$ cat src/rtl/fft_bfly_switch.sv
// fft_bfly_switch: routes bank A/B memory read beats to butterfly operand pairs.
// Direct mode forwards {a, b} per beat; pair mode regroups two beats into
// {a0, a1} and {b0, b1}, with the second entry held one cycle in a pending slot.
// Output side is a small FIFO whose head drives the butterfly operands.
module fft_bfly_switch #(
    parameter int ADDR_WIDTH = 10,
    parameter int DATA_WIDTH = 32,
    parameter int FIFO_DEPTH = 4
) (
    input  logic                  clk,
    input  logic                  rst_n,
    input  logic                  i_flush,
    input  logic                  i_mode,
    input  logic                  i_valid,
    output logic                  i_ready,
    input  logic                  i_sop,
    input  logic                  i_eop,
    input  logic [ADDR_WIDTH-1:0] i_addr,
    input  logic [DATA_WIDTH-1:0] i_a_data,
    input  logic [DATA_WIDTH-1:0] i_b_data,
    output logic                  o_valid,
    input  logic                  o_ready,
    output logic [DATA_WIDTH-1:0] o_ain,
    output logic [DATA_WIDTH-1:0] o_bin,
    output logic [ADDR_WIDTH-1:0] o_addr,
    output logic                  o_eop,
    output logic                  o_pair_err
);

    localparam int PW = $clog2(FIFO_DEPTH);
    localparam int EW = 2 * DATA_WIDTH + ADDR_WIDTH + 1;
    // accept only while at least two entries stay free after any pending push
    localparam logic [PW+1:0] OCC_LIMIT = (PW + 2)'(FIFO_DEPTH - 2);

    logic [EW-1:0]         mem [FIFO_DEPTH];
    logic [PW:0]           wr_ptr;
    logic [PW:0]           rd_ptr;
    logic [PW:0]           count;
    logic [PW+1:0]         occ;

    logic                  mode_q;
    logic                  parity;
    logic [DATA_WIDTH-1:0] a0_q;
    logic [DATA_WIDTH-1:0] b0_q;
    logic [ADDR_WIDTH-1:0] addr0_q;
    logic                  pend_valid;
    logic [EW-1:0]         pend_q;
    logic                  pair_err_q;

    logic                  accept;
    logic                  pop;
    logic                  eff_mode;
    logic                  eff_par;
    logic                  acc_push;
    logic [EW-1:0]         acc_entry;
    logic                  push;
    logic [EW-1:0]         push_entry;
    logic [EW-1:0]         head;

    assign count = wr_ptr - rd_ptr;
    assign occ   = {1'b0, count} + {{(PW + 1){1'b0}}, pend_valid};

    // The pending slot drains the cycle after a pair beat1. A direct-mode sop
    // in that cycle would need a second push, so it is held off one cycle.
    assign i_ready = (occ <= OCC_LIMIT) && !(pend_valid && i_sop && i_mode);

    assign accept   = i_valid && i_ready;
    assign o_valid  = (wr_ptr != rd_ptr);
    assign pop      = o_valid && o_ready;
    assign eff_mode = i_sop ? i_mode : mode_q;
    assign eff_par  = i_sop ? 1'b0 : parity;

    // Select what the accepted beat pushes (direct entry or the {a0, a1} pair)
    always_comb begin
        acc_push  = 1'b0;
        acc_entry = {i_a_data, i_b_data, i_addr, i_eop};
        if (accept) begin
            if (eff_mode) begin
                acc_push = 1'b1;
            end else if (eff_par) begin
                acc_push  = 1'b1;
                acc_entry = {a0_q, i_a_data, addr0_q, 1'b0};
            end
        end
    end

    // Pending entry and beat pushes never coincide, pending wins for safety
    assign push       = pend_valid || acc_push;
    assign push_entry = pend_valid ? pend_q : acc_entry;

    // FIFO storage; head is read combinationally for single-cycle latency
    always_ff @(posedge clk) begin
        if (push && !i_flush) begin
            mem[wr_ptr[PW-1:0]] <= push_entry;
        end
    end

    assign head = mem[rd_ptr[PW-1:0]];
    assign {o_ain, o_bin, o_addr, o_eop} = o_valid ? head : '0;
    assign o_pair_err = pair_err_q;

    // Pointers, pair tracking, pending slot and error pulse
    always_ff @(posedge clk or negedge rst_n) begin
        if (!rst_n) begin
            wr_ptr     <= '0;
            rd_ptr     <= '0;
            mode_q     <= 1'b0;
            parity     <= 1'b0;
            a0_q       <= '0;
            b0_q       <= '0;
            addr0_q    <= '0;
            pend_valid <= 1'b0;
            pend_q     <= '0;
            pair_err_q <= 1'b0;
        end else if (i_flush) begin
            wr_ptr     <= '0;
            rd_ptr     <= '0;
            parity     <= 1'b0;
            pend_valid <= 1'b0;
            pair_err_q <= 1'b0;
        end else begin
            if (push) wr_ptr <= wr_ptr + 1'b1;
            if (pop)  rd_ptr <= rd_ptr + 1'b1;
            pend_valid <= 1'b0;
            pair_err_q <= 1'b0;
            if (accept) begin
                mode_q <= eff_mode;
                // a new sop while a pair beat0 is held orphans that beat0
                if (i_sop && parity) pair_err_q <= 1'b1;
                if (eff_mode) begin
                    parity <= 1'b0;
                end else if (!eff_par) begin
                    if (i_eop) begin
                        pair_err_q <= 1'b1;
                        parity     <= 1'b0;
                    end else begin
                        a0_q    <= i_a_data;
                        b0_q    <= i_b_data;
                        addr0_q <= i_addr;
                        parity  <= 1'b1;
                    end
                end else begin
                    pend_q     <= {b0_q, i_b_data, i_addr, i_eop};
                    pend_valid <= 1'b1;
                    parity     <= 1'b0;
                end
            end
        end
    end

endmodule

$ cat config.mk
export PLATFORM = sky130hd
export DESIGN_NAME = fft_bfly_switch
export DESIGN_NICKNAME = d
export VERILOG_FILES = /design/src/rtl/fft_bfly_switch.sv
export SDC_FILE = /design/constraint.sdc
export NUM_CORES = 1
export LEC_CHECK = 0
export ABC_AREA = 1
export CAP_MARGIN = 20
export CORE_MARGIN = 3
export CORE_UTILIZATION = 50
export CTS_CLUSTER_SIZE = 25
export DETAILED_ROUTE_END_ITERATION = 10
export PLACE_DENSITY = 0.7
export SYNTH_ARGS = -nofsm -noshare
export SYNTH_HDL_FRONTEND = slang
export SYNTH_SLANG_ARGS = --single-unit
$ cat constraint.sdc
create_clock -name clk -period 10.5 [get_ports clk]
set_input_delay 1.575 -clock clk [delete_from_list [all_inputs] [get_ports clk]]
set_output_delay 1.575 -clock clk [all_outputs]
set_load 0.05 [all_outputs]
; ---- Yosys cells after proc, flatten, opt, wreduce, memory -nomap -nowiden
; Memory sizes are Yosys's and may differ from the RTL's.
; Cells that the tools add are included.
[word_totals]
regBits = 159
ramBits = 300
in_bits = 82
out_inout_bits = 78
elab_cells = 67
mem_count = 1
[op_classes]
addsub = 4
order_cmp = 1
n_eq_ne = 1
muxes = 30
bitwise = 4
reduce_logical = 16
[mem_list]
columns = name, words, width, rd, rd_ports_with_merged_regs, wr, line
row1 = mem, 4, 75, 1, 0, 1, 35  ; logic [EW-1:0] mem [FIFO_DEPTH];
[op_table]
columns = cell, n
row1 = 75-bit 2-to-1 mux, 5
row2 = 1-bit 2-to-1 mux, 21
row3 = 3-bit 2-to-1 mux, 4
row4 = 1-bit logical AND, 7
row5 = 3-bit by 1-bit adder with 3-bit output (second input constant), 2
row6 = 2-bit nonzero test, 3
row7 = 5-bit AND reduction, 1
row8 = 3-bit by 1-bit adder with 4-bit output, 1
row9 = 4-bit by 2-bit less-or-equal comparator with 1-bit output (second input constant), 1
row10 = 1-bit inverter, 4
row11 = 4-bit AND reduction, 1
row12 = 3-bit inequality test, 1
row13 = 3-bit subtractor, 1
row14 = 1-bit logical NOT, 2
row15 = 2-bit AND reduction, 1
row16 = 1-bit logical OR, 1

; ---- Depth between registers and ports, before layout
; Gate-level depths: netlist (run 1).
[logic_depth]
ltp_word = 10
depth_mapped = 17
mapped_depth_nobuf = 15

; ---- Worst setup path before layout (run 1)
; Ideal clock, no wire load.
[synth_path]
kind = in2reg
from = input port i_sop
to = memory mem[0][0] in the netlist's numbering, enable pin
setup_time_ps = 509
arrival_ps = 5725
t_required_ps = 9991
path_slack_ps = 4266
stages = 9
path_buffers = 0
path_cell_list = nand2_1 -> o21ai_0 -> inv_1 -> nand2_1 -> nor2_4 -> nand3_1 -> nand2_1 -> nand2_1 -> nor2_1
[synth_via]
elab_chain_cells = 10
elab_cells_between_ends = 14
cone_classes = mux (7) / reduce/logical (7)
[synth_lines]
columns = element, line
row1 = start: declaration, 16  ; input logic i_sop,
row2 = 1-bit logical AND (2 in series), 65  ; assign i_ready = (occ <= OCC_LIMIT) && !(pend_valid && i_sop && i_mode);
row3 = 1-bit logical NOT, 65
row4 = 1-bit logical AND, 65
row5 = named net i_ready, 15  ; output logic i_ready,
row6 = 1-bit logical AND, 67  ; assign accept = i_valid && i_ready;
row7 = 1-bit 2-to-1 mux, 77  ; if (accept) begin
row8 = 1-bit logical OR, 88  ; assign push = pend_valid || acc_push;
row9 = 1-bit logical AND, 93  ; if (push && !i_flush) begin
row10 = 1-bit 2-to-1 mux, 93
row11 = 1-bit 2-to-1 mux (implied by the code), 94  ; mem[wr_ptr[PW-1:0]] <= push_entry;
row12 = end: declaration, 35
; The timed path passes the listed nets, and every way through them passes these cells.

; ---- Worst setup path in the final report (run 1)
[layout_path]
from = register rd_ptr[0]
to = output port o_addr[3]
[layout_via]
elab_chain_cells = 2
elab_cells_between_ends = 3
cone_classes = eq/ne (1) / mux (1) / memory (1)
[layout_lines]
columns = element, line
row1 = start: declaration, 37  ; logic [PW:0] rd_ptr;
row2 = start signal: assignment, 123  ; if (pop) rd_ptr <= rd_ptr + 1'b1;
row3 = memory read 4 x 75 bit / 3-bit inequality test (equally long branches), --
row4 = 75-bit 2-to-1 mux (*), 99  ; assign {o_ain, o_bin, o_addr, o_eop} = o_valid ? head : '0;
row5 = end: declaration, 25  ; output logic [ADDR_WIDTH-1:0] o_addr,
; Every way passes the cells marked *; elsewhere a longest branch is shown, timed or not.

==> results by group, run 1 <==
Yosys
  • Cell Area, Synth: 21500 sq um
  • Synthesized flop and latch total: 459
  • Synthesized area per cell: 8.68 sq um
  • Post-synth top area cell: edfxtp_1
  • Synth top cells by count: 888 x nand2_1, 313 x o21ai_0, 307 x nor2_1
  • Warning count from the yosys run: 0
  • Synth cell types: 25
  • Ys async rst share: 34.6%
  • Part of the Yosys area used for sequential elements: 60.3%
  • Syn Nets: 2573
  • Synth Flop Type: edfxtp_1
  • Cells after Synth: 2481
  • Synth top area cells: edfxtp_1 42%, dfrtp_1 18%, nand2_1 15%
  • Post-synth EDFFs: 300
  • Share of the synthesized area in the top cell type: 41.8%
  • Top-count cell post-synth: nand2_1

Power and ir drop
  • Maximum VDD drop: 0.149 mV
  • Cell Pwr Density: 249 nW/um^2
  • Leakage: 10.9 nW

Floorplanning
  • # rows: 75
  • Die W: 213 um
  • Num ports: 160
  • Die footprint: 45600 sq um
  • Core Area: 42200 sq um
  • Initial Util: 51.0%
  • Die Y: 213 um

Clock network
  • CTS Buf Count: 47
  • CTS Hold Bufs: 0
  • Max Root-Sink Buffers: 3
  • Post-cts resize count: 0
  • CTS root buf: clkbuf_16
  • Reg clk slew, reported paths: 60 ps
  • CTS tree: done
  • Clock sink total: 459
  • CTS H-tree lvls: 2
  • Post-CTS Setup Inserts: 0
  • Worst skew pair latency: 590 ps

Worst setup path
  • Setup Crit Path Kind: flop to primary output
  • Nature of the critical path startpoint: flop
  • Worst Path Required: 8930 ps
  • CP max FO: 112
  • Critical Path AT: 4320 ps
  • Element type at the critical path end: primary output

Timing
  • Max Clock Skew: 20.9 ps
  • Final Cycle Share: 56.2%
  • Slew Limit Headroom: 30.1%
  • Final Slew Violations: 0
  • Max frequency: 170 MHz
  • Total Neg Setup Slack: 0 ps
  • Unrepaired setup endpoints after global routing: no
  • Fin crit period: 5900 ps
  • Worst Max-Slew Pin Slew: 1050 ps
  • Final setup fails: 0
  • Fin. Hold Viols: 0

Finish
  • Layout Nets: 2640
  • Area growth, synth to finish: 15.7%
  • Ratio of cells with drive above 1 in the final layout: 4.48%
  • # diodes: 0
  • Post-route cell area: 24900 sq um

Placement
  • Gpl congestion: 0.878
  • Buffers added on ports: 159
  • Placed Area: 23300 sq um
  • Detailed placement HPWL: 34700 um

Job
  • Max-cap violations: 0

Global route
  • GRT Resource Usage Total: 26.1%
  • Pin count of the biggest net entering global routing: 139
  • Vias in the first global route: 16500
  • Congestion Overflow GR: 0
  • First-pass GRT wire length: 92100 um
  • Initial antenna violation count: 2

Detailed routing
  • DRC Markers: 0
  • Drt pass-1 iters: 5
  • Detailed-route wire length: 59400 um
  • Vias per std cell: 5.52
  • Via count: 17300
  • Wire per inst: 19.0 um
  • Number of DRC markers in iteration 0: 1721
  • Antenna-violating nets left: 0

Status
  • Status: finished, final reports clean

Hold path
  • Worst min-delay path class: flop to flop
[path summary, 6_finish.rpt]
check                                  startpoint                endpoint  slack, ps  cells after the start
max                         rd_ptr[0]$_DFFE_PN0P_               o_addr[3]       4600                      5
min                        pend_q[73]$_DFFE_PN0P_  pend_q[73]$_DFFE_PN0P_        470                      2
max reg2reg                 rd_ptr[1]$_DFFE_PN0P_    mem[3][65]$_DFFE_PP_       5270                     14
min reg2reg                pend_q[73]$_DFFE_PN0P_  pend_q[73]$_DFFE_PN0P_        470                      2
max in group asynchronous                   rst_n   rd_ptr[0]$_DFFE_PN0P_       7720                      2
min in group asynchronous                   rst_n   pend_q[9]$_DFFE_PN0P_       1080                      1
[critical path, stage by stage (launching register included)]
cell	delay (ps)
dfrtp_4	800
clkinv_2	540
buf_4	880
o21ai_0	240
a21oi_1	330
clkdlybuf4s50_1	870
[metrics by stage]
stage               cells  util (%)  hold slack, ps  setup WS [ps]  power (mW)
global route         3126      59.0             491           4350        6.53
finish               3126      59.0             467           4600        6.20
CTS                  3124      58.9             472           4570        6.23
global placement     3035      55.2             453           5110        4.52
detailed placement   3036      55.2             458           5040        4.58
floorplan            2481         -             442           4270        3.87
[where the power goes]
group | switching (mW) | internal, mW
Combinational | 1.47 | 0.575
Sequential | 0.178 | 2.33
Clock | 0.691 | 0.959
Total | 2.34 | 3.86
[metal layers]
| layer | global-route usage [%] | vias to the layer above | part of all wire (%) |
|---|---|---|---|
| met1 | 34.8 | 8200 | 41 |
| met3 | 4.49 | 110 | 7.9 |
| met2 | 43.5 | 703 | 48 |
| met4 | 9.71 | 0 | 3.1 |
| met5 | 0 | - | 0 |
| li1 | - | 8246 | - |
[cell families (layout without fill, tap and decap cells)]
kind of cell               Yosys count  in the layout  synth area share [%]
adders and majority gates           10             10                 0.616
and+or+nand+nor                   1335           1335                  24.2
buffers and inverters              262            368                  5.11
DFF                                459            459                  60.3
AOI/OAI and AO/OA                  414            414                  9.67
xor gates and xnor gates             1              1                0.0407
[final cells by class]
cell class                      instances  area (sq um)
Fill cell                            3588         17300
Clock inverter                         18           155
Inverter                               96           364
Multi-Input combinational cell       1760          7500
Timing Repair Buffer                  184          1840
Sequential cell                       459         13000
Tap cell                              539           674
Clock buffer                           70          1380
[registers in the layout (all words and copies together) (netlist names)]
signal      count
b0_q           32
rd_ptr          3
wr_ptr          3
addr0_q        10
pend_valid      1
o_pair_err      1
mode_q          1
pend_q         75
a0_q           32
parity          1
mem           300
[cells in the final DEF, fill, tap and decap left out, drive strengths merged]
cell type,instances
a21boi,1
a21oi,77
buf,26
bufinv,2
clkbuf,70
clkdlybuf4s50,158
clkinv,18
dfrtp,159
edfxtp,300
fa,1
ha,9
inv,94
nand2,891
nand3,130
nand4,3
nor2,310
nor3,1
o21a,1
o21ai,335
xor2,1
Power figures use the tool's default switching activity.
==> run 2: changes to the inputs <==
Settings changed: PLACE_DENSITY 0.7 to 0.72.
Clock period 10.5 ns to 5.3 ns, I/O delays scaled along.
==> results by group, run 2 (same netlist as run 1, synthesis figures left out) <==
Job
  • Max-cap violations: 0 (unchanged)

Detailed routing
  • Detailed-route wire length: 60600 um (+2.0%)
  • Vias per std cell: 5.57 (+0.82%)
  • Number of DRC markers in iteration 0: 1777 (+3.3%)
  • Via count: 17400 (+1.1%)
  • Drt pass-1 iters: 6 (+1)
  • Antenna-violating nets left: 0 (unchanged)
  • DRC Markers: 0 (unchanged)
  • Wire per inst: 19.3 um (+1.8%)

Clock network
  • CTS H-tree lvls: 2 (unchanged)
  • Post-CTS Setup Inserts: 0 (unchanged)
  • Reg clk slew, reported paths: 60 ps (about the same)
  • CTS tree: done
  • Clock sink total: 459 (unchanged)
  • Post-cts resize count: 0 (unchanged)
  • CTS Hold Bufs: 0 (unchanged)
  • CTS Buf Count: 47 (unchanged)
  • CTS root buf: clkbuf_16
  • Worst skew pair latency: 590 ps (about the same)
  • Max Root-Sink Buffers: 3 (unchanged)

Timing
  • Total Neg Setup Slack: 0 ps (unchanged)
  • Max frequency: 212 MHz
  • Worst Max-Slew Pin Slew: 1140 ps (+93.6 ps)
  • Setup WS post-layout: 577 ps (-4030 ps)
  • Final Cycle Share: 89.1%
  • Final Slew Violations: 0 (unchanged)
  • Fin. Hold Viols: 0 (unchanged)
  • Slew Limit Headroom: 23.9% (-6.2 points)
  • Max Clock Skew: 22.9 ps (+2.04 ps)
  • Unrepaired setup endpoints after global routing: no
  • Final setup fails: 0 (unchanged)
  • Fin crit period: 4720 ps

Power and ir drop
  • Maximum VDD drop: 0.286 mV (+92%)
  • Tot Pwr: 12.2 mW (+96%)
  • Cell Pwr Density: 489 nW/um^2 (+96%)
  • Switching Power: 4.59 mW (+96%)
  • Int Power: 7.57 mW (+96%)
  • Seq pwr share: 40.5% (about the same)
  • Comb pwr share: 33.7% (+0.8 points)
  • Leakage: 10.9 nW (-0.22%)
  • Sw Share: 37.8% (+0.064 points)
  • Clock Power Share: 25.7% (-0.9 points)

Worst setup path
  • Worst Path Required: 4510 ps (-4420 ps)
  • Critical Path AT: 3930 ps (-390 ps)
  • CP max FO: 66 (-41%)
  • Setup Crit Path Kind: flop to primary output
  • Nature of the critical path startpoint: flop
  • Reg2Reg Depth: 13 (-1)
  • Element type at the critical path end: primary output

Finish
  • Layout Nets: 2649 (+0.34%)
  • Most frequent cells in the layout: 887 x nand2_1, 313 x o21ai_0, 302 x nor2_1, 300 x edfxtp_1, 158 x clkdlybuf4s50_1
  • Most common cell after layout, fill and taps aside: nand2_1
  • Area growth, synth to finish: 15.5%
  • Post-Layout Cell Count: 3134 (+0.26%)
  • Layout fillers: 3484 (-2.9%)
  • Reg area: 13000 sq um (unchanged)
  • Ratio of cells with drive above 1 in the final layout: 4.43% (-0.052 points)
  • # diodes: 0 (unchanged)
  • Largest register FFs: 300 (unchanged)
  • Area of the multi-input gates: 7500 sq um (about the same)
  • Post-route cell area: 24900 sq um (-0.16%)

Placement
  • Gpl congestion: 0.907 (+3.3%)
  • Placed Cells: 3047 (+0.36%)
  • Buffers added on ports: 159 (unchanged)
  • Detailed placement HPWL: 36900 um (+6.3%)
  • Placed Area: 23400 sq um (+0.50%)
  • Pre-CTS WS: 1270 ps (-3770 ps)

Global route
  • Initial antenna violation count: 5 (+3)
  • Pin count of the biggest net entering global routing: 109 (-22%)
  • First-pass GRT wire length: 93200 um (+1.2%)
  • Vias in the first global route: 16100 (-2.3%)
  • Congestion Overflow GR: 0 (unchanged)
  • GRT Resource Usage Total: 26.4% (+0.33 points)

Floorplanning
  • Core Area: 42200 sq um (unchanged)
  • Num ports: 160 (unchanged)
  • Die Y: 213 um (unchanged)
  • Die footprint: 45600 sq um (unchanged)
  • Initial Util: 51.0% (unchanged)
  • Die W: 213 um (unchanged)
  • # rows: 75 (unchanged)

Status
  • Status: finished, final reports clean

Hold path
  • Worst min-delay path class: input port to async pin
-- run 2: changes by cell type in the layout (fill, tap and decap cells not counted), sizes merged --
cell / previous run / this run
clkinv: 18 / 17
bufinv: 2 / 1
inv: 94 / 95
buf: 26 / 35
-- run 2: power groups by stage --
| stage | clock (mW) | sequential (mW) | combinational (mW) |
|---|---|---|---|
| after floorplan | 0 | 4.90 | 2.75 |
| after global placement | 0 | 4.96 | 3.99 |
| after detailed placement | 0 | 4.98 | 4.08 |
| after CTS | 3.16 | 4.92 | 4.10 |
| after global routing | 3.31 | 4.99 | 4.48 |
| final | 3.13 | 4.93 | 4.10 |
-- run 2: final timing paths --
path                       slack, ps                  start                     to
setup reg to reg                1350  rd_ptr[1]$_DFFE_PN0P_    mem[2][2]$_DFFE_PP_
max in group asynchronous       3910                  rst_n  rd_ptr[0]$_DFFE_PN0P_
min in group clk                 470  pend_q[7]$_DFFE_PN0P_  pend_q[7]$_DFFE_PN0P_
hold reg to reg                  470  pend_q[7]$_DFFE_PN0P_  pend_q[7]$_DFFE_PN0P_
setup / recovery                 580  rd_ptr[0]$_DFFE_PN0P_              o_bin[28]
hold / removal                   180                  rst_n  pend_q[4]$_DFFE_PN0P_
-- run 2: routing by layer --
| metal | vias to the layer above | wire length (um) | global-route usage, % |
|---|---|---|---|
| met2 | 671 | 28100 | 41.5 |
| met1 | 8398 | 25300 | 36.8 |
| li1 | 8264 | - | - |
| met4 | 10 | 1910 | 9.64 |
| met3 | 102 | 5210 | 5.66 |
| met5 | - | 67 | 0 |
-- run 2: final cells by class --
type | count | area share (%)
multi-input cells | 1760 | 30.1
repair buffers | 193 | 7.68
clock inverters | 17 | 0.382
clock buffers | 70 | 5.37
well taps | 539 | 2.71
inverters | 96 | 1.45
flip-flops and latches | 459 | 52.3
-- run 2: critical path, stage by stage (launching register included) --
cell and delay (ps):
dfrtp_4 550, buf_4 420, buf_4 670, nor2_1 100
nor2_1 100, o21ai_0 100, a21oi_1 470, clkdlybuf4s50_1 900
-- run 2: through the flow --
step	util (%)	hold WS, ps
finish	58.9	176
global route	58.9	216
CTS	58.9	187
detailed placement	55.5	459
global placement	55.5	454
floorplan	-	442
==> run 3: changes to the inputs <==
Settings changed: CTS_CLUSTER_SIZE 25 to 16, SKIP_CTS_REPAIR_TIMING from default to 1.
==> results by group, run 3 (same netlist as run 1, synthesis figures left out) <==
Placement
  • Gpl congestion: 0.907 (unchanged)
  • Buffers added on ports: 159 (unchanged)
  • Detailed placement HPWL: 36900 um (unchanged)
  • Placed Area: 23400 sq um (unchanged)
  • Pre-CTS WS: 1270 ps (unchanged)

Worst setup path
  • R2R Path Start: rd_ptr[1]$_DFFE_PN0P_
  • Worst Path Required: 4510 ps (about the same)
  • Element type at the critical path end: primary output
  • Worst Setup SP: rd_ptr[0]$_DFFE_PN0P_
  • Setup Crit Path Kind: flop to primary output
  • Slowest library cell on the worst path: clkdlybuf4s50_1
  • Critical path buffers and inverters: 3 (unchanged)
  • Slowest stage delay, CP: 890 ps (about the same)
  • CP cell instances: buf_4 -> buf_4 -> nor2_1 -> nor2_1 -> o21ai_0 -> a21oi_1 -> clkdlybuf4s50_1
  • Top delay family on crit path: buffers and inverters
  • Critical Path AT: 3870 ps (-60 ps)
  • Nature of the critical path startpoint: flop
  • CP max FO: 66 (unchanged)

Detailed routing
  • Vias per std cell: 5.58 (+0.30%)
  • Wire per inst: 19.3 um (-0.40%)
  • DRC Markers: 0 (unchanged)
  • Antenna-violating nets left: 0 (unchanged)
  • Detailed-route wire length: 60300 um (-0.40%)
  • Via count: 17500 (+0.30%)
  • Number of DRC markers in iteration 0: 1660 (-6.6%)
  • Drt pass-1 iters: 6 (unchanged)

Global route
  • Pin count of the biggest net entering global routing: 109 (unchanged)
  • GRT Resource Usage Total: 26.3% (-0.10 points)
  • Vias in the first global route: 16100 (+0.35%)
  • First-pass GRT wire length: 92800 um (-0.40%)
  • Initial antenna violation count: 5 (unchanged)
  • Congestion Overflow GR: 0 (unchanged)

Floorplanning
  • Core Area: 42200 sq um (unchanged)
  • Die W: 213 um (unchanged)
  • Die footprint: 45600 sq um (unchanged)
  • # rows: 75 (unchanged)
  • Num ports: 160 (unchanged)
  • Die Y: 213 um (unchanged)
  • Initial Util: 51.0% (unchanged)

Clock network
  • CTS H-tree lvls: 2 (unchanged)
  • CTS root buf: clkbuf_16
  • CTS Buf Count: 47 (unchanged)
  • CTS tree: done
  • Max Root-Sink Buffers: 3 (unchanged)
  • Clock sink total: 459 (unchanged)
  • Worst skew pair latency: 590 ps (about the same)
  • Reg clk slew, reported paths: 60 ps (about the same)

Finish
  • Ratio of cells with drive above 1 in the final layout: 4.36% (-0.074 points)
  • Layout Nets: 2649 (unchanged)
  • Post-route cell area: 24800 sq um (-0.27%)
  • Reg area: 13000 sq um (unchanged)
  • Area growth, synth to finish: 15.2%
  • Most frequent cells in the layout: 887 x nand2_1, 313 x o21ai_0, 302 x nor2_1, 300 x edfxtp_1, 158 x clkdlybuf4s50_1
  • Layout fillers: 3489 (+0.14%)
  • Area of the multi-input gates: 7500 sq um (unchanged)
  • Most common cell after layout, fill and taps aside: nand2_1
  • Largest register FFs: 300 (unchanged)

Power and ir drop
  • Cell Pwr Density: 485 nW/um^2 (-0.77%)
  • Leakage: 10.8 nW (-0.33%)
  • Maximum VDD drop: 0.285 mV (-0.49%)

Timing
  • Slew Limit Headroom: 23.8% (-0.043 points)
  • Final setup fails: 0 (unchanged)
  • Max frequency: 214 MHz (+1.1%)
  • Setup WS post-layout: 630 ps (+53.3 ps)
  • Worst Max-Slew Pin Slew: 1140 ps (+0.646 ps)
  • Final Slew Violations: 0 (unchanged)
  • Max Clock Skew: 37.0 ps (+14.1 ps)
  • Unrepaired setup endpoints after global routing: no
  • Final Cycle Share: 88.1% (-1.0 points)
  • Fin. Hold Viols: 0 (unchanged)
  • Fin crit period: 4670 ps (-53.3 ps)

Job
  • Max-cap violations: 0 (unchanged)

Status
  • Status: finished, final reports clean

Hold path
  • Worst min-delay path class: input port to async pin
-- run 3: metrics by stage --
step	TNS [ps]	total power [mW]	hold WS (ps)	cells	utilization [%]
5_1_grt	0	12.7	217	3133	58.7
6_report	0	12.0	177	3134	58.7
3_5_place_dp	0	9.06	459	3047	55.5
4_1_cts	0	12.1	187	3132	58.7
2_1_floorplan	-272810	7.66	442	2481	-
3_3_place_gp	0	8.96	454	3046	55.5
-- run 3: cell type report --
cell class              instances  share of cell area (%)
flip-flops and latches        459                    52.4
multi-input cells            1760                    30.2
repair buffers                193                    7.70
clock buffers                  71                    5.23
well taps                     539                    2.72
inverters                      96                    1.46
clock inverters                14                   0.252
diodes                          2                  0.0202
-- run 3: worst paths after layout --
| check | end | slack (ps) | cells after the start |
|---|---|---|---|
| min in group clk | pend_q[7]$_DFFE_PN0P_ | 470 | 2 |
| max in group asynchronous | rd_ptr[0]$_DFFE_PN0P_ | 3920 | 2 |
| setup / recovery | o_bin[28] | 630 | 7 |
| hold / removal | pend_q[4]$_DFFE_PN0P_ | 180 | 1 |
| hold reg to reg | pend_q[7]$_DFFE_PN0P_ | 470 | 2 |
| setup reg to reg | mem[2][8]$_DFFE_PP_ | 1350 | 13 |
-- run 3: routing by layer --
metal / routed length, um / vias up / GRT usage, %
li1: - / 8263 / -
met1: 25200 / 8412 / 36.8
met2: 28000 / 697 / 41.2
met3: 5050 / 117 / 5.33
met4: 2090 / 8 / 10.1
met5: 54 / - / 0
-- run 3: worst reg2reg max path, delay by kind of cell, from the launching register on --
| family | cells | cell delay [ps] |
|---|---|---|
| compound gates | 1 | 70 |
| fa+ha+maj | 2 | 860 |
| simple gates | 7 | 1080 |
| flops | 1 | 400 |
| buf+inv | 3 | 1090 |
-- run 3: where the power goes --
| part | internal (mW) | switching [mW] |
|---|---|---|
| combinational | 1.17 | 2.93 |
| clock | 1.68 | 1.34 |
| sequential | 4.62 | 0.306 |
